[config.mk]
export PLATFORM = sky130hd
export DESIGN_NAME = vend_controller
export DESIGN_NICKNAME = d
export VERILOG_FILES = /design/src/rtl/vend_controller.sv
export SDC_FILE = /design/constraint.sdc
export NUM_CORES = 1
export LEC_CHECK = 0
export ABC_AREA = 0
export CORE_ASPECT_RATIO = 1.25
export CORE_MARGIN = 2
export CORE_UTILIZATION = 52
export CTS_BUF_LIST = sky130_fd_sc_hd__clkbuf_8
export DETAILED_ROUTE_END_ITERATION = 7
export HOLD_SLACK_MARGIN = 0.15
export PLACE_DENSITY = 0.82
export REMOVE_ABC_BUFFERS = 1
export SLEW_MARGIN = 20
export SYNTH_ARGS = -nofsm -noshare
export SYNTH_HDL_FRONTEND = slang
export SYNTH_SLANG_ARGS = --single-unit
[constraint.sdc]
create_clock -name clk -period 2.9 [get_ports clk]
set_input_delay 0.58 -clock clk [delete_from_list [all_inputs] [get_ports clk]]
set_output_delay 0.58 -clock clk [all_outputs]
set_load 0.03 [all_outputs]
[src/rtl/vend_controller.sv]
// vend_controller: credit accumulator, price check, dispense strobe and change/refund handshake.
// Optional inactivity refund while collecting is compiled in with `define VEND_TIMEOUT_EN.
module vend_controller #(
  parameter int CURRENCY_WIDTH = 7,
  parameter int PRICE0         = 15,
  parameter int PRICE1         = 25,
  parameter int PRICE2         = 30,
  parameter int PRICE3         = 40,
  parameter int TIMEOUT_CYCLES = 1000
) (
  input  logic                      clk,
  input  logic                      rst,
  input  logic [CURRENCY_WIDTH-1:0] coin_value,
  input  logic                      coin_valid,
  output logic                      coin_ready,
  output logic                      coin_reject,
  input  logic [1:0]                sel_item,
  input  logic                      sel_valid,
  output logic                      sel_denied,
  input  logic                      cancel,
  output logic [CURRENCY_WIDTH-1:0] credit,
  output logic                      dispense,
  output logic [1:0]                dispense_item,
  output logic [CURRENCY_WIDTH-1:0] change_value,
  output logic                      change_valid,
  input  logic                      change_ack,
  output logic                      busy
);
  localparam int CW = CURRENCY_WIDTH;

  typedef enum logic [1:0] {IDLE, COLLECT, DISPENSE, CHANGE} state_t;

  state_t        state_reg, state_next;
  logic [CW-1:0] credit_reg, credit_next;
  logic [CW-1:0] change_value_reg, change_value_next;
  logic [1:0]    dispense_item_reg, dispense_item_next;
  logic          coin_reject_reg, coin_reject_next;
  logic          sel_denied_reg, sel_denied_next;
  logic          dispense_reg, change_valid_reg, busy_reg, coin_ready_reg;
  logic [CW-1:0] sel_price;
  logic [CW:0]   coin_sum;
  logic          in_collect, sel_take, refund_now, coin_credit, timeout_hit;

  // One extra bit so an overflowing coin is detected rather than wrapped.
  assign coin_sum   = {1'b0, credit_reg} + {1'b0, coin_value};
  assign in_collect = (state_reg == COLLECT);
  assign sel_take   = in_collect && sel_valid && (credit_reg >= sel_price);
  assign refund_now = in_collect && (cancel || (timeout_hit && !sel_take));

  always_comb begin
    case (sel_item)
      2'd0:    sel_price = CW'(PRICE0);
      2'd1:    sel_price = CW'(PRICE1);
      2'd2:    sel_price = CW'(PRICE2);
      default: sel_price = CW'(PRICE3);
    endcase
  end

  always_comb begin
    state_next         = state_reg;
    credit_next        = credit_reg;
    change_value_next  = change_value_reg;
    dispense_item_next = dispense_item_reg;
    coin_reject_next   = 1'b0;
    sel_denied_next    = 1'b0;
    coin_credit        = 1'b0;
    case (state_reg)
      IDLE, COLLECT: begin
        if (refund_now) begin
          state_next        = CHANGE;
          change_value_next = credit_reg;
          credit_next       = '0;
          coin_reject_next  = coin_valid;
          sel_denied_next   = sel_valid;
        end else if (sel_take) begin
          state_next         = DISPENSE;
          credit_next        = credit_reg - sel_price;
          dispense_item_next = sel_item;
          coin_reject_next   = coin_valid;
        end else begin
          sel_denied_next = sel_valid;
          if (coin_valid && (coin_value != '0)) begin
            if (!coin_sum[CW]) begin
              credit_next = coin_sum[CW-1:0];
              state_next  = COLLECT;
              coin_credit = 1'b1;
            end else begin
              coin_reject_next = 1'b1;
            end
          end
        end
      end
      DISPENSE: begin
        coin_reject_next = coin_valid;
        sel_denied_next  = sel_valid;
        credit_next      = '0;
        if (credit_reg != '0) begin
          state_next        = CHANGE;
          change_value_next = credit_reg;
        end else begin
          state_next = IDLE;
        end
      end
      CHANGE: begin
        coin_reject_next = coin_valid;
        sel_denied_next  = sel_valid;
        if (change_ack) begin
          state_next        = IDLE;
          change_value_next = '0;
        end
      end
      default: state_next = IDLE;
    endcase
  end

  always_ff @(posedge clk or posedge rst) begin
    if (rst) begin
      state_reg         <= IDLE;
      credit_reg        <= '0;
      change_value_reg  <= '0;
      dispense_item_reg <= 2'd0;
      coin_reject_reg   <= 1'b0;
      sel_denied_reg    <= 1'b0;
      dispense_reg      <= 1'b0;
      change_valid_reg  <= 1'b0;
      busy_reg          <= 1'b0;
      coin_ready_reg    <= 1'b1;
    end else begin
      state_reg         <= state_next;
      credit_reg        <= credit_next;
      change_value_reg  <= change_value_next;
      dispense_item_reg <= dispense_item_next;
      coin_reject_reg   <= coin_reject_next;
      sel_denied_reg    <= sel_denied_next;
      dispense_reg      <= (state_next == DISPENSE);
      change_valid_reg  <= (state_next == CHANGE);
      busy_reg          <= (state_next != IDLE);
      coin_ready_reg    <= (state_next == IDLE) || (state_next == COLLECT);
    end
  end

`ifdef VEND_TIMEOUT_EN
  localparam int TW = $clog2(TIMEOUT_CYCLES + 1);
  logic [TW-1:0] idle_cnt_reg;

  assign timeout_hit = in_collect && (idle_cnt_reg == TW'(TIMEOUT_CYCLES - 1));

  // Entry to COLLECT is always via a credited coin, so clearing on credit covers both cases.
  always_ff @(posedge clk or posedge rst) begin
    if (rst)              idle_cnt_reg <= '0;
    else if (coin_credit) idle_cnt_reg <= '0;
    else if (in_collect)  idle_cnt_reg <= idle_cnt_reg + 1'b1;
    else                  idle_cnt_reg <= '0;
  end
`else
  logic unused_cfg;
  assign timeout_hit = 1'b0;
  assign unused_cfg  = coin_credit ^ (TIMEOUT_CYCLES == 0);
`endif

  assign credit        = credit_reg;
  assign change_value  = change_value_reg;
  assign dispense_item = dispense_item_reg;
  assign coin_reject   = coin_reject_reg;
  assign sel_denied    = sel_denied_reg;
  assign dispense      = dispense_reg;
  assign change_valid  = change_valid_reg;
  assign busy          = busy_reg;
  assign coin_ready    = coin_ready_reg;
endmodule

-- After elaboration in Yosys (flattened, before gate mapping)
Cells that the tools add are included.
- memories kept: 0
- input port bits: 15
- word-level logic and storage cells: 69
- bits in registers: 24
- memory bits (writable): 0
- memory bits (read-only): 0
- latch bits: 0
- shift operators: 0
- multipliers: 0
- mux-type cells: 25
- eq/ne operators: 13
- $add $sub $neg: 2
- divide/modulo/power cells: 0
- bitwise gates (word level): 1
- reductions and logical operators: 17
- order comparisons: 1
- operators with widths (kind ; count):
    $mux 7 ; 7
    $pmux 7 s3 ; 1
    $pmux 6 s3 ; 1
    $pmux 7 s2 ; 1
    $reduce_bool 7->1 ; 2
    $mux 2 ; 6
    $eq 2x2->1 const B ; 5
    $reduce_and 3->1 ; 3
    $add 7x7->8 ; 1
    $ne 4x4->1 const B ; 2
    $ge 7x7->1 ; 1
    $sub 7x7->7 ; 1
    $eq 2x1->1 const B ; 3
    $logic_not 2->1 ; 3
    $mux 1 ; 6
    $ne 2x2->1 const B ; 3
    $pmux 2 s3 ; 1
    $logic_and 1x1->1 ; 4
    $pmux 1 s2 ; 2
    $reduce_bool 2->1 ; 2
    $reduce_or 2->1 ; 2
    $logic_or 1x1->1 ; 1
    $not 1->1 ; 1

-- Depth between registers and ports, before layout
Gate-level depths: netlist of run 1.
- word-level depth: 9
- depth in mapped cells: 12

-- Worst setup path before layout of run 1
OpenSTA, ideal clock, no wires.
- path type: input port to flip-flop
- start: in sel_item[0]
- end: reg credit_reg[5], in the netlist credit[5]
- path buffers: 1
- data arrival time: 2.615 ns
- stages on the path: 11
- data required time: 2.775 ns
- library setup time: 0.125 ns
- slack: 0.160 ns
- path through: ha_1 inv_1 o21ai_0 ha_1 a2111oi_2 o21ai_1 and4_1 buf_4 a211oi_4 nor2_2 mux2_4
- longest elaborated chain between the ends: 7
- elaborated cells between the ends (all ways): 13
- RTL lines (element ; line ; source):
    start, declared ; 17 ; input logic [1:0] sel_item,
    $eq 2x2->1 (tied with other cells) ; 51 ; case (sel_item)
    $pmux 6 s3 (*) ; 51 ;
    $ge 7x7->1 ; 47 ; assign sel_take = in_collect && sel_valid && (credit_reg >= sel_price);
    $logic_and 1x1->1 ; 47 ;
    $mux 7 ; 75 ; end else if (sel_take) begin
    $mux 7 ; 69 ; if (refund_now) begin
    $pmux 7 s2 ; 67 ; case (state_reg)
    end signal, assigned ; 130 ; credit_reg <= credit_next;
    end, declared ; 34 ; logic [CW-1:0] credit_reg, credit_next;
Every way passes the cells marked *; elsewhere a longest branch is shown, timed or not.
A chain may end at the register's enable or synchronous reset.

-- Worst setup path after layout of run 1
- start: in sel_item[0]
- end: reg credit_reg[3], in the netlist credit[3]
Same word-level chain as after synthesis.

==> flow_metrics.tcl, run 1 <==
set metrics [dict create \
    vias_per_cell 5.81 \
    dp_cells 270 \
    area_growth_pct 37.1 \
    gp_congestion 0.900 \
    antenna_found_initial 0 \
    synth-seq-cells 24 \
    leakage_nw 1.09 \
    drt-wirelength-per-cell_um 16.8 \
    grt_pass1_vias 1591 \
    clockRootBuffer "clkbuf_8" \
    fin_skew_ps 3.75 \
    synthFlopType "dfrtp_1" \
    drt_wl_total_mm 4.62 \
    path_cells "clkdlybuf4s50_1, inv_1, ha_1, inv_1, ha_1, a2111oi_4, o21ai_1, and4_4, nand2_2, inv_1, a311oi_1, o21bai_1" \
    cp-end-kind "register" \
    die_w_um 54.8 \
    boundaryPins 37 \
    yosys_warnings 0 \
    critPathBufInv 4 \
    crit_type "input pin to register" \
    startpoint_type "input pin" \
    synth.yosys.seq_area_share_pct 35.9 \
    worstMarginPinSlew_ps 865 \
    dp_slack_ps -402 \
    critPathSlowestCell "clkdlybuf4s50_1" \
    gr-total-overflow 0 \
    cpMostUsedCell "inv_1" \
    hp-class "register to register" \
    cts_buffers 3 \
    maxSlewViolCount 0 \
    rows 23 \
    cp.arrival_ps 3000 \
    layout_commonest_cell "clkdlybuf4s50_1" \
    drive_gt1_share_pct 15.1 \
    htree_levels 1 \
    syn_area_per_cell_um2 9.21 \
    worst-path-max-fanout 4 \
    fmax_mhz 349 \
    most-common-layout-cells "clkdlybuf4s50_1 (35), dfrtp_1 (23), nand2_1 (20)" \
    layout_setup_ws_ps 31.3 \
    synth_area_um2 1680 \
    final_cell_area_um2 2300 \
    dr.pass1.iters 4 \
    path_clk_slew_ps 80 \
    fillers 244 \
    grt_start_max_net_pins 25 \
    cellPowerDensity_nw_per_um2 1150 \
    fp.dieH_um 67.5 \
    initialDrtViolationCount 66 \
    cts_tree "built" \
    start_util_pct 53.4 \
    hpwl_mm 3.65 \
    clock-sinks 24 \
    setup_viol 0 \
    nets 271 \
    slew_headroom_pct 42.2 \
    yosys.cell_types.count 44 \
    cap_viol_max_count 0 \
    core_area_um2 3140 \
    dpl-instance-area_um2 2200 \
    clockBufferDepth 2 \
    cp_top_family "compound AO/OA/AOI/OAI gates" \
    synthCells 182 \
    irDropWorstVdd_uv 729 \
    remaining_drc_errors 0 \
    period_needed_ps 2870 \
    io_buffers 36 \
    rsz0062_at_grt "yes" \
    slowest_delay_ps 480 \
    report.final.hold_viol_count 0 \
    grt_pass1_wl_mm 7.29 \
    diodes 0 \
    insertion_delay_ps 260 \
    post-route-period-util_pct 98.9 \
    synth_async_sr_flop_share_pct 100 \
    outcome "complete, no violations" \
    required_ps 3030 \
    finalPower_mw 2.65 \
    final_cells 275 \
    grt_use_total_pct 27.2 \
    num_vias 1598 \
    die_area_um2 3690 \
    detail-route-antenna-nets 0 \
    synth_edf_count 0 \
]
worst min-delay path: cells and delay by family (launching register included):
family           cells  cell delay (ps)
flip-flops           1              350
AO/OA/AOI/OAI        1               60
AND/OR/NAND/NOR      1               50
Yosys cell counts (3+ instances only):
library cell / count / share of area [%]
dfrtp_1: 23 / 34
ha_1: 15 / 11
nor3_1: 4 / 1.2
a22o_1: 7 / 3.7
nand4_1: 4 / 1.5
a21oi_1: 10 / 3.0
inv_1: 16 / 3.6
nand3_1: 7 / 2.1
xor2_1: 3 / 1.6
mux2i_1: 6 / 3.6
and2_1: 3 / 1.1
o21ai_0: 13 / 3.9
xnor2_1: 5 / 2.6
nand2_1: 21 / 4.7
nor2_1: 10 / 2.2
repair_timing:
| action | in CTS | in global routing |
|---|---|---|
| buffers inserted | 0 | 1 |
| hold buffers | 0 | 0 |
| endpoints found under the setup margin | 7 | 7 |
| gates resized for setup | 4 | 9 |
| pin swaps | 0 | 4 |
per-layer routing:
metal / track usage [%] / vias up / share of wire (%)
met1: 33.6 / 770 / 41
li1: - / 771 / -
met3: 3.32 / 11 / 3.0
met4: 12.2 / 0 / 2.8
met2: 46.1 / 46 / 53
met5: 0 / - / 0
final cells by class:
| cell class | count | area (um^2) | area share, % |
|---|---|---|---|
| Timing Repair Buffer | 55 | 505 | 22.0 |
| Clock inverter | 1 | 3.75 | 0.163 |
| Inverter | 16 | 60.1 | 2.61 |
| Multi-Input combinational cell | 139 | 1040 | 45.2 |
| Clock buffer | 3 | 41.3 | 1.80 |
| Sequential cell | 24 | 602 | 26.2 |
| Tap cell | 37 | 46.3 | 2.02 |
power by group:
group	switching (mW)	internal (mW)	leakage (nW)
Combinational	0.996	0.810	0.762
Sequential	0.169	0.482	0.300
Clock	0.0998	0.0946	0.0269
Total	1.26	1.39	1.09
final timing paths:
kind                                               from                      endpoint  slack, ps  cells after the start
max in group asynchronous                           rst   change_value[6]$_DFFE_PP0P_       1580                      2
min in group asynchronous                           rst        state_reg[0]$_DFF_PP0_        790                      2
min                        dispense_item[0]$_DFFE_PP0P_  dispense_item[0]$_DFFE_PP0P_        490                      2
min reg2reg                dispense_item[0]$_DFFE_PP0P_  dispense_item[0]$_DFFE_PP0P_        490                      2
max reg2reg                       credit[4]$_DFFE_PP0P_         credit[3]$_DFFE_PP0P_        480                      9
max                                         sel_item[0]         credit[3]$_DFFE_PP0P_         30                     12
stage by stage:
stage / util, % / TNS [ps] / hold slack, ps
3_3_place_gp: 70.2 / -2120 / 463
6_report: 73.2 / 0 / 487
5_1_grt: 73.2 / -77.6 / 524
4_1_cts: 71.8 / 0 / 494
2_1_floorplan: - / 0 / 585
3_5_place_dp: 70.2 / -4320 / 477
cells by family (layout without fill, tap and decap cells):
kind of cell | count (synthesis) | count (layout) | share of synthesized area, %
xor gates and xnor gates | 8 | 8 | 4.18
AOI/OAI and AO/OA | 50 | 50 | 21.1
DFF | 24 | 24 | 35.9
buffers and inverters | 19 | 75 | 4.56
and+or+nand+nor | 57 | 57 | 16.1
adders and majority gates | 17 | 17 | 13.6
muxes | 7 | 7 | 4.48
Note: power is estimated with default switching activity, not from simulation.
==> run 2: changes to the inputs <==
PLACE_DENSITY = 0.92   (was 0.82)
==> flow_metrics.tcl, run 2 (synthesis gave the netlist of run 1 again) <==
set metrics [dict create \
    die_area_um2 3690 \
    grt_start_max_net_pins 25 \
    clockBufferDepth 2 \
    cts_tree "built" \
    path_clk_slew_ps 80 \
    worst-path-max-fanout 3 \
    gr-total-overflow 0 \
    fp.dieH_um 67.5 \
    report.final.hold_viol_count 0 \
    fmax_mhz 383 \
    grt_pass1_vias 1675 \
    critPathSlowestCell "clkdlybuf4s50_1" \
    drive_gt1_share_pct 15.4 \
    cp.arrival_ps 2750 \
    cpMostUsedCell "a21oi_1" \
    detail-route-antenna-nets 0 \
    nets 274 \
    clockRootBuffer "clkbuf_8" \
    most-common-layout-cells "clkdlybuf4s50_1 (34), dfrtp_1 (23), buf_4 (22)" \
    cts_buffers 3 \
    swShare_pct 47.8 \
    hold_buffers 0 \
    rows 23 \
    worstReg2RegEnd "credit[6]$_DFFE_PP0P_" \
    fillers 217 \
    irDropWorstVdd_uv 807 \
    initialDrtViolationCount 86 \
    setup_viol 0 \
    io_buffers 36 \
    comb_power_share_pct 66.9 \
    vias_per_cell 6.11 \
    dr.pass1.iters 4 \
    hpwl_mm 3.69 \
    slew_headroom_pct 41.6 \
    hp-class "register to register" \
    drt-wirelength-per-cell_um 17.9 \
    insertion_delay_ps 270 \
    p_int_mw 1.41 \
    clock-sinks 24 \
    reg2regPathDepth 9 \
    r2r-start "credit[0]$_DFFE_PP0P_" \
    outcome "complete, no violations" \
    final_cells 278 \
    start_util_pct 53.4 \
    cellPowerDensity_nw_per_um2 1170 \
    boundaryPins 37 \
    cp-endpoint "credit[6]$_DFFE_PP0P_" \
    pwr-share-seq_pct 24.8 \
    grt_pass1_wl_mm 7.66 \
    regToRegSetupSlack_ps 540 \
    layout_commonest_cell "clkdlybuf4s50_1" \
    worstMarginPinSlew_ps 875 \
    cap_viol_max_count 0 \
    antenna_found_initial 0 \
    power.switching_mw 1.29 \
    remaining_drc_errors 0 \
    rsz0062_at_grt "no" \
    diodes 0 \
    post-route-period-util_pct 90.0 \
    period_needed_ps 2610 \
    startpoint_type "input pin" \
    startpoint "coin_value[0]" \
    die_w_um 54.8 \
    num_vias 1698 \
    grt_use_total_pct 29.1 \
    area_growth_pct 37.6 \
    dp_cells 272 \
    gp_congestion 0.903 \
    htree_levels 1 \
    cp-end-kind "register" \
    path_cells "clkdlybuf4s50_1, ha_1, inv_1, fa_1, nand2b_1, a21oi_1, a21o_1, a21oi_1, xor2_1, o211ai_1" \
    fin_skew_ps 1.27 \
    holdWs_ps 496 \
    leakage_nw 1.11 \
    maxSlewViolCount 0 \
    p_clk_share_pct 8.3 \
    fin_setup_tns_ps 0 \
    core_area_um2 3140 \
    required_ps 3040 \
    crit_type "input pin to register" \
    drt_wl_total_mm 4.97 \
    slowest_delay_ps 490 \
]
==> run 2: cell count changes in the layout (fill, tap and decap cells not counted), sizes merged <==
| cell | before | now |
|---|---|---|
| buf | 19 | 22 |
| clkbuf | 3 | 4 |
| clkdlybuf4s50 | 35 | 34 |
| dlymetal6s2s | 1 | 2 |
| inv | 17 | 16 |
==> run 2: cell type report <==
type	instances	area [um^2]	share of cell area, %
Clock buffer	4	55.1	2.39
Inverter	16	60.1	2.60
Multi-Input combinational cell	139	1010	43.9
Sequential cell	24	602	26.1
Tap cell	37	46.3	2.01
Timing Repair Buffer	58	531	23.0
==> run 2: worst min path at each step <==
stage | startpoint | end | slack [ps] | depth (start not counted)
6_report | dispense_item[0]$_DFFE_PP0P_ | dispense_item[0]$_DFFE_PP0P_ | 500 | 2
5_1_grt | dispense_item[0]$_DFFE_PP0P_ | dispense_item[0]$_DFFE_PP0P_ | 530 | 2
4_1_cts | dispense_item[0]$_DFFE_PP0P_ | dispense_item[0]$_DFFE_PP0P_ | 500 | 2
3_5_place_dp | dispense_item[0]$_DFFE_PP0P_ | dispense_item[0]$_DFFE_PP0P_ | 480 | 2
3_3_place_gp | dispense_item[1]$_DFFE_PP0P_ | dispense_item[1]$_DFFE_PP0P_ | 470 | 2
2_1_floorplan | rst | busy$_DFF_PP0_ | 590 | 1
==> run 2: layer usage <==
layer	up-vias	part of all wire [%]	GRT usage [%]
li1	781	-	-
met1	793	37	31.7
met2	90	51	49.0
met3	34	5.1	5.53
met4	0	6.3	20.6
met5	-	0	0
==> run 2: timing repair <==
action,CTS,global route
resized for setup,2,9
setup endpoints to repair,6,7
pin swaps,1,5
buffers inserted,0,2
hold endpoints to repair,0,0
==> run 2: stage by stage <==
| stage | total power, mW | instance area (um^2) | util, % | setup slack, ps |
|---|---|---|---|---|
| floorplan | 1.71 | 1660 | - | 195 |
| global placement | 2.31 | 2220 | 70.6 | -246 |
| detailed placement | 2.38 | 2220 | 70.6 | -324 |
| CTS | 2.63 | 2270 | 72.5 | 11.9 |
| global route | 2.89 | 2310 | 73.5 | 187 |
| finish | 2.70 | 2310 | 73.5 | 289 |
==> run 2: critical path: cells and delay by family <==
family,cells,cell delay (ps)
AO/OA/AOI/OAI,4,620
XOR/XNOR,1,240
buffers and inverters,2,560
AND/OR/NAND/NOR,1,160
adder cells (fa/ha/maj),2,600
==> run 2: power groups by stage <==
stage	sequential, mW	clock (mW)	combinational, mW
after floorplan	0.855	0	0.852
after detailed placement	0.667	0	1.72
after global placement	0.651	0	1.66
final	0.671	0.224	1.81
after global routing	0.692	0.234	1.96
after CTS	0.660	0.221	1.75
